`src/rtl/ram_dp_clr.sv`:
```
// Dual-port buffer RAM: port A read/write, port B read-only, with a hardware
// clear sequencer that fills every word with CLR_VAL after reset or on request.
module ram_dp_clr #(
  parameter int                DATA_W  = 12,
  parameter int                ADDR_W  = 8,
  parameter int                RD_REG  = 0,
  parameter logic [DATA_W-1:0] CLR_VAL = '0
) (
  input  logic              clk,
  input  logic              reset,
  input  logic [ADDR_W-1:0] a_addr,
  input  logic [DATA_W-1:0] a_din,
  input  logic              a_ce,
  input  logic              a_we,
  output logic [DATA_W-1:0] a_dout,
  input  logic [ADDR_W-1:0] b_addr,
  input  logic              b_ce,
  output logic [DATA_W-1:0] b_dout,
  input  logic              clr_req,
  output logic              busy,
  output logic              clr_done
);
  localparam int DEPTH = 2**ADDR_W;
  localparam logic [ADDR_W-1:0] LAST = ADDR_W'(DEPTH-1);

  typedef enum logic {CLEAR, IDLE} state_t;

  state_t            state;
  logic [ADDR_W-1:0] clr_addr;
  logic [DATA_W-1:0] mem [DEPTH];
  logic              clr_we;
  logic              a_wr;

  // The array is never touched while reset is held; the sweep owns it while busy.
  assign clr_we = ~reset & (state == CLEAR);
  assign a_wr   = ~reset & a_ce & a_we & ~busy;

  always_ff @(posedge clk) begin
    if (reset) begin
      state    <= CLEAR;
      clr_addr <= '0;
      busy     <= 1'b1;
      clr_done <= 1'b0;
    end else begin
      clr_done <= 1'b0;
      case (state)
        CLEAR: begin
          clr_addr <= clr_addr + 1'b1;
          // Explicit last-address compare ends the sweep before the counter wraps.
          if (clr_addr == LAST) begin
            state    <= IDLE;
            busy     <= 1'b0;
            clr_done <= 1'b1;
          end
        end
        IDLE: begin
          if (clr_req) begin
            state    <= CLEAR;
            clr_addr <= '0;
            busy     <= 1'b1;
          end
        end
      endcase
    end
  end

  always_ff @(posedge clk) begin
    if (clr_we)
      mem[clr_addr] <= CLR_VAL;
    else if (a_wr)
      mem[a_addr] <= a_din;
  end

  generate
    if (RD_REG != 0) begin : g_rd_reg
      // Registered reads sample the array before this edge's write lands.
      always_ff @(posedge clk) begin
        if (reset) begin
          a_dout <= '0;
          b_dout <= '0;
        end else begin
          if (a_ce) a_dout <= mem[a_addr];
          if (b_ce) b_dout <= mem[b_addr];
        end
      end
    end else begin : g_rd_comb
      assign a_dout = mem[a_addr];
      assign b_dout = mem[b_addr];
    end
  endgenerate
endmodule

```
`config.mk`:
```
export PLATFORM = sky130hd
export DESIGN_NAME = ram_dp_clr
export DESIGN_NICKNAME = d
export VERILOG_FILES = /design/src/rtl/ram_dp_clr.sv
export SDC_FILE = /design/constraint.sdc
export NUM_CORES = 2
export LEC_CHECK = 0
export BUFFER_PORTS_ARGS = -buffer_cell sky130_fd_sc_hd__clkbuf_2
export CORE_ASPECT_RATIO = 1.2
export CORE_MARGIN = 1.5
export CORE_UTILIZATION = 30
export DETAILED_ROUTE_END_ITERATION = 16
export PLACE_DENSITY_LB_ADDON = 0.1
export SYNTH_ARGS = -nofsm -noshare
export SYNTH_HDL_FRONTEND = slang
export SYNTH_SLANG_ARGS = --single-unit
export TNS_END_PERCENT = 100
```
`constraint.sdc`:
```
create_clock -name clk -period 12.9 [get_ports clk]
set_input_delay 1.29 -clock clk [delete_from_list [all_inputs] [get_ports clk]]
set_output_delay 1.29 -clock clk [all_outputs]
set_load 0.1 [all_outputs]
```
; After elaboration in Yosys (flattened, before gate mapping)
; Memory sizes are Yosys's and may differ from the RTL's.
; Index checks and enable logic that the tools add are counted.
[totals]
register_bits = 11
ram_bits = 3072
memories = 1
[mem_list]
columns = memory, words, word_bits, rd, rd_ports_with_merged_regs, write_ports, line
row1 = mem, 256, 12, 2, 0, 1, 30  ; logic [DATA_W-1:0] mem [DEPTH];
[op_classes]
eq_ne = 3
n_reduce_logical = 3
bitwise_logic = 7
muxes = 16
add_sub_neg = 1
[ops]
columns = operator, n
row1 = 2-to-1 mux 8 bit, 2
row2 = one-hot mux 8 bit (2 select lines), 1
row3 = 2-to-1 mux 12 bit, 1
row4 = OR reduction 12 bit, 1
row5 = 2-to-1 mux 1 bit, 10
row6 = adder 8 x 1 -> 8 bit (second input constant), 1
row7 = equality test 8 bit (second input constant), 1
row8 = bitwise AND 1 bit, 4
row9 = one-hot mux 1 bit (2 select lines), 2
row10 = NOT 1 bit, 3
row11 = != test 2 x 1 -> 1 bit (second input constant), 1
row12 = != test 2 bit (second input constant), 1
row13 = AND reduction 2 bit, 1
row14 = OR reduction 2 bit, 1

; Logic depth before layout (Yosys ltp)
[depth]
word_depth = 9
depth_mapped = 12
ltp_nobuf = 6

; Worst setup path before layout
; Ideal clock, no wire load.
[synth_timing]
kind = input to output
startpoint = input port a_addr[0]
endpoint = output port a_dout[3]
arrival_ps = 5667
stages = 11
path_slack_ps = 5943
path_cell_list = buf_4 buf_12 buf_12 buf_12 buf_12 mux2i_1 o221ai_1 a21boi_1 o32ai_1 nor3_1 nor4_1
[synth_via]
elab_chain_len = 1
[synth_lines]
columns = element, line
row1 = from (decl), 11  ; input logic [ADDR_W-1:0] a_addr,
row2 = memory read (256 x 12 bit), n/a
row3 = to (decl), 15  ; output logic [DATA_W-1:0] a_dout,
; Every way passes these cells.

; Final worst setup path
[layout_timing]
startpoint = input port a_addr[1]
endpoint = output port a_dout[7]
; The elaborated chain is that of the path after synthesis.

==> results.rst <==
.. list-table::
   :header-rows: 1

   * - Metric
     - Value
   * - Post-synth top area share
     - 64.1%
   * - Endpoint of the worst register-to-register path
     - mem[173][5]
   * - Clock sinks
     - 3,083
   * - Placer's final routability congestion estimate
     - 0.872
   * - Overall die area
     - 0.484 mm2
   * - Number of flip-flops and latches in the synthesized netlist
     - 3,083
   * - Largest vdd supply drop
     - 0.000117 V
   * - Detailed Route WL
     - 595,000 um
   * - TNS Setup
     - 0 ns
   * - Instance count after placement with tap cells included
     - 13.8k
   * - Max-slew headroom
     - -7.16%
   * - Switching power total
     - 5520 uW
   * - FF-to-FF path depth
     - 5
   * - Kind of start point of the critical path
     - input port
   * - Final Hold Violating Endpoints
     - 0
   * - Fraction of layout cells with a size suffix above 1
     - 31.2%
   * - Sequential fraction of the synthesis area
     - 64.2%
   * - Post-route ant nets
     - 0
   * - Quantity of gates resized following cts
     - 0
   * - Overall power consumption
     - 22,400 uW
   * - Share of the cycle needed by the critical path after routing
     - 64.8%
   * - Detailed-routing iteration count for the pre-antenna-repair pass
     - 6
   * - Setup repair after global routing missed its margin
     - no
   * - Initial standard-cell utilization of the core
     - 30.1%
   * - Data arrival time of the critical path
     - 7.07 ns
   * - Leftover overflow at the end of global routing
     - 0
   * - Clock Latency Late Sink
     - 1.01 ns
   * - Transition time at the pin with the least slew margin
     - 1.60 ns
   * - Post-DP HPWL
     - 393,000 um
   * - Number of enable flip-flop cells after synthesis
     - 3,072
   * - Number of buffers created by CTS
     - 350
   * - Critical-path maximum fanout
     - 55
   * - CP Class
     - input port to primary output
   * - Sw Share
     - 24.6%
   * - Share of flip-flops with an asynchronous set or reset
     - 0%
   * - Critical Path RT
     - 11.61 ns
   * - Max Buffers Root-to-Sink
     - 4
   * - Floorplan die height
     - 762 um
   * - Net count of the mapped netlist
     - 7,621
   * - Clock tree from TritonCTS
     - done
   * - Via count of the first global-routing pass
     - 86.6k
   * - Number of buffers inserted by port buffering
     - 58
   * - Hold-fix buffers at CTS
     - 0
   * - Run status
     - complete, but fails checks
   * - Floorplan row count
     - 278
   * - Worst setup EP type
     - primary output
   * - Depth of the worst hold-timing path
     - 2
   * - Fin. max-slew vios
     - 2
   * - HP Class
     - input port to flop
   * - Synthesis Warnings
     - 0
   * - Number of placed I/O pins
     - 60
   * - Part of the total power dissipated in sequential elements
     - 48.4%
   * - Final std cell area, no fill
     - 0.164 mm2
   * - Wire length of the first global-routing pass
     - 795,000 um
   * - Highest clock frequency the design can meet
     - 120 MHz
   * - Top post-synthesis cells by area
     - sky130_fd_sc_hd__edfxtp_1, sky130_fd_sc_hd__mux4_2, sky130_fd_sc_hd__mux2i_1
   * - Area delta synth->final
     - 13.7%
   * - Maximum level of the CTS H-tree
     - 5
   * - Combinational share of power
     - 7.4%
   * - Setup skew after layout
     - 0.0609 ns
   * - Clock input transition at the sequential cells of the worst setup and hold paths
     - 0.06 ns
   * - Average detailed-routed wire length per instance
     - 41.2 um
   * - Beginning of the worst register-to-register path
     - busy
   * - First element of the critical path
     - a_addr[1]
   * - Total leakage power
     - 0.0497 uW
   * - Endpoints failing setup
     - 0
   * - Number of library cell types mapped by synthesis
     - 82
   * - R2R setup slack
     - 7.24 ns
   * - Commonest register cell after synthesis
     - sky130_fd_sc_hd__edfxtp_1
   * - Power density over the cells
     - 137 mW/mm2
   * - Buffers inserted during post-CTS setup optimization
     - 0
   * - Post-synthesis average cell area
     - 19.0 um2
   * - Antenna violations before repair
     - 32
   * - First DRT Iteration DRCs
     - 9,800
   * - Placed cell areas
     - 0.153 mm2
   * - Violated checks
     - capacitance limit, slew limit
   * - Final layout net count
     - 7,883
   * - Count of unresolved DRC violations after routing
     - 0
   * - Total internal power
     - 16,900 uW
   * - Via Count
     - 84.2k
   * - Root Driver
     - sky130_fd_sc_hd__clkbuf_16
   * - Die outline width
     - 635 um
   * - Non-filler instance count after layout
     - 14.4k
   * - Placeable Area
     - 0.478 mm2
   * - FILL cells
     - 45.0k
   * - Aggregate global-route resource usage
     - 24.1%
   * - Post-Syn Area
     - 0.144 mm2
   * - Number of vias per cell after detailed routing
     - 5.83
   * - Termination of the worst setup path
     - a_dout[7]
   * - Cells after Synth
     - 7,586
   * - Final critical-path required period
     - 8.36 ns
   * - Area leader, netlist
     - sky130_fd_sc_hd__edfxtp_1
   * - Maximum number of pins on one net before global-route repair
     - 144
   * - Max-capacitance violation count
     - 1
   * - Part of the power in the clock network
     - 44.2%
==> layout by cell type, fill, tap and decap left out, drive strengths merged, types with 97 or more instances in the layout <==
cell type and n:
o221ai 128, buf 494, mux2i 519, a21oi 258
edfxtp 3072, mux4 1285, clkbuf 484, nand2 97
nor2 321, o22ai 137, clkinv 165, a22oi 427
==> cell families (layout without fill, tap and decap cells) <==
group	count (synthesis)	after routing	share of synthesized area, %
buffers and inverters	639	1188	3.00
and+or+nand+nor	802	802	2.75
AOI/OAI and AO/OA	1228	1228	5.97
xor gates and xnor gates	4	4	0.0243
muxes	1829	1829	24.0
adders and majority gates	1	1	0.00869
DFF	3083	3083	64.2
other	0	12	0
==> worst max-delay path: stages <==
cell and delay, ns:
sky130_fd_sc_hd__buf_8 0.38, sky130_fd_sc_hd__buf_4 0.65, sky130_fd_sc_hd__nand2b_4 0.61, sky130_fd_sc_hd__buf_4 0.59, sky130_fd_sc_hd__o221ai_1 0.37, sky130_fd_sc_hd__o22ai_1 0.56
sky130_fd_sc_hd__o32ai_1 0.19, sky130_fd_sc_hd__nor3_1 1.22, sky130_fd_sc_hd__nor4_2 0.36, sky130_fd_sc_hd__clkbuf_2 0.48
==> registers in the layout (all words and copies together), names as in the netlist <==
name      cells
mem        3072
clr_addr      8
busy          1
clr_done      1
state         1
==> layout make-up <==
type                       instances  area (um2)  area share [%]
antenna                           12        30.0          0.0183
multi-input combinational       3864       47900            29.3
clock buffer                     434        9190            5.62
clock inverter                   205        1870            1.14
tap                             6300        7880            4.82
inverter                           5        18.8          0.0115
timing repair buffer             544        4320            2.64
sequential                      3083       92500            56.5
==> per-stage QoR <==
| stage | utilization, % | setup WS [ns] | hold WS [ns] |
|---|---|---|---|
| 4_1_cts | 34.3 | 4.63 | 0.471 |
| 3_3_place_gp | 31.9 | 4.58 | 0.552 |
| 3_5_place_dp | 31.9 | 4.64 | 0.562 |
| 6_report | 34.3 | 4.54 | 0.536 |
| 5_1_grt | 34.3 | 4.43 | 0.517 |
| 2_1_floorplan | - | 5.94 | 0.493 |
==> power by group through the flow <==
stage	Clock, uW	Sequential (uW)	Combinational (uW)
2_1_floorplan	0	11100	964
3_3_place_gp	0	11100	1670
3_5_place_dp	0	11100	1670
4_1_cts	10100	10900	1670
5_1_grt	10400	10900	1700
6_report	9910	10900	1670
==> how the worst min path moves through the flow <==
| stage | end | start |
|---|---|---|
| floorplan | clr_addr[6] | clr_addr[6] |
| finish | state | clr_req |
| detailed placement | clr_addr[1] | clr_addr[1] |
| CTS | state | clr_req |
| global placement | clr_addr[6] | clr_addr[6] |
| global route | state | clr_req |
==> cells in the mapped netlist (11+ instances only) <==
cell and count:
sky130_fd_sc_hd__o32ai_1 17, sky130_fd_sc_hd__buf_6 79, sky130_fd_sc_hd__and2_1 19, sky130_fd_sc_hd__nand3_1 52, sky130_fd_sc_hd__nand2_1 97, sky130_fd_sc_hd__or3_1 37, sky130_fd_sc_hd__buf_8 47, sky130_fd_sc_hd__o221ai_1 128
sky130_fd_sc_hd__buf_2 160, sky130_fd_sc_hd__or2_2 31, sky130_fd_sc_hd__a221oi_1 46, sky130_fd_sc_hd__nor3_1 70, sky130_fd_sc_hd__mux4_2 1248, sky130_fd_sc_hd__nor2_1 320, sky130_fd_sc_hd__mux2_2 25, sky130_fd_sc_hd__clkbuf_1 208
sky130_fd_sc_hd__nand2b_1 22, sky130_fd_sc_hd__o22ai_1 137, sky130_fd_sc_hd__buf_4 70, sky130_fd_sc_hd__mux2i_1 519, sky130_fd_sc_hd__mux4_1 29, sky130_fd_sc_hd__a22oi_1 427, sky130_fd_sc_hd__a211oi_1 21, sky130_fd_sc_hd__nor2b_1 27
sky130_fd_sc_hd__a21oi_1 258, sky130_fd_sc_hd__o21ai_0 60, sky130_fd_sc_hd__nor4_1 63, sky130_fd_sc_hd__buf_12 16, sky130_fd_sc_hd__buf_1 44, sky130_fd_sc_hd__dfxtp_1 11, sky130_fd_sc_hd__a31oi_1 21, sky130_fd_sc_hd__a22o_1 44
sky130_fd_sc_hd__edfxtp_1 3072
==> layer usage <==
metal  share of wire, %  vias up  track usage (%)
met2                 49     3377             40.8
met4                4.8        8             9.83
met1                 40    46585             30.8
li1                   -    33389                -
met5             0.0086        -                0
met3                6.4      848             4.01
No activity file was read; power rests on OpenSTA's default activity.
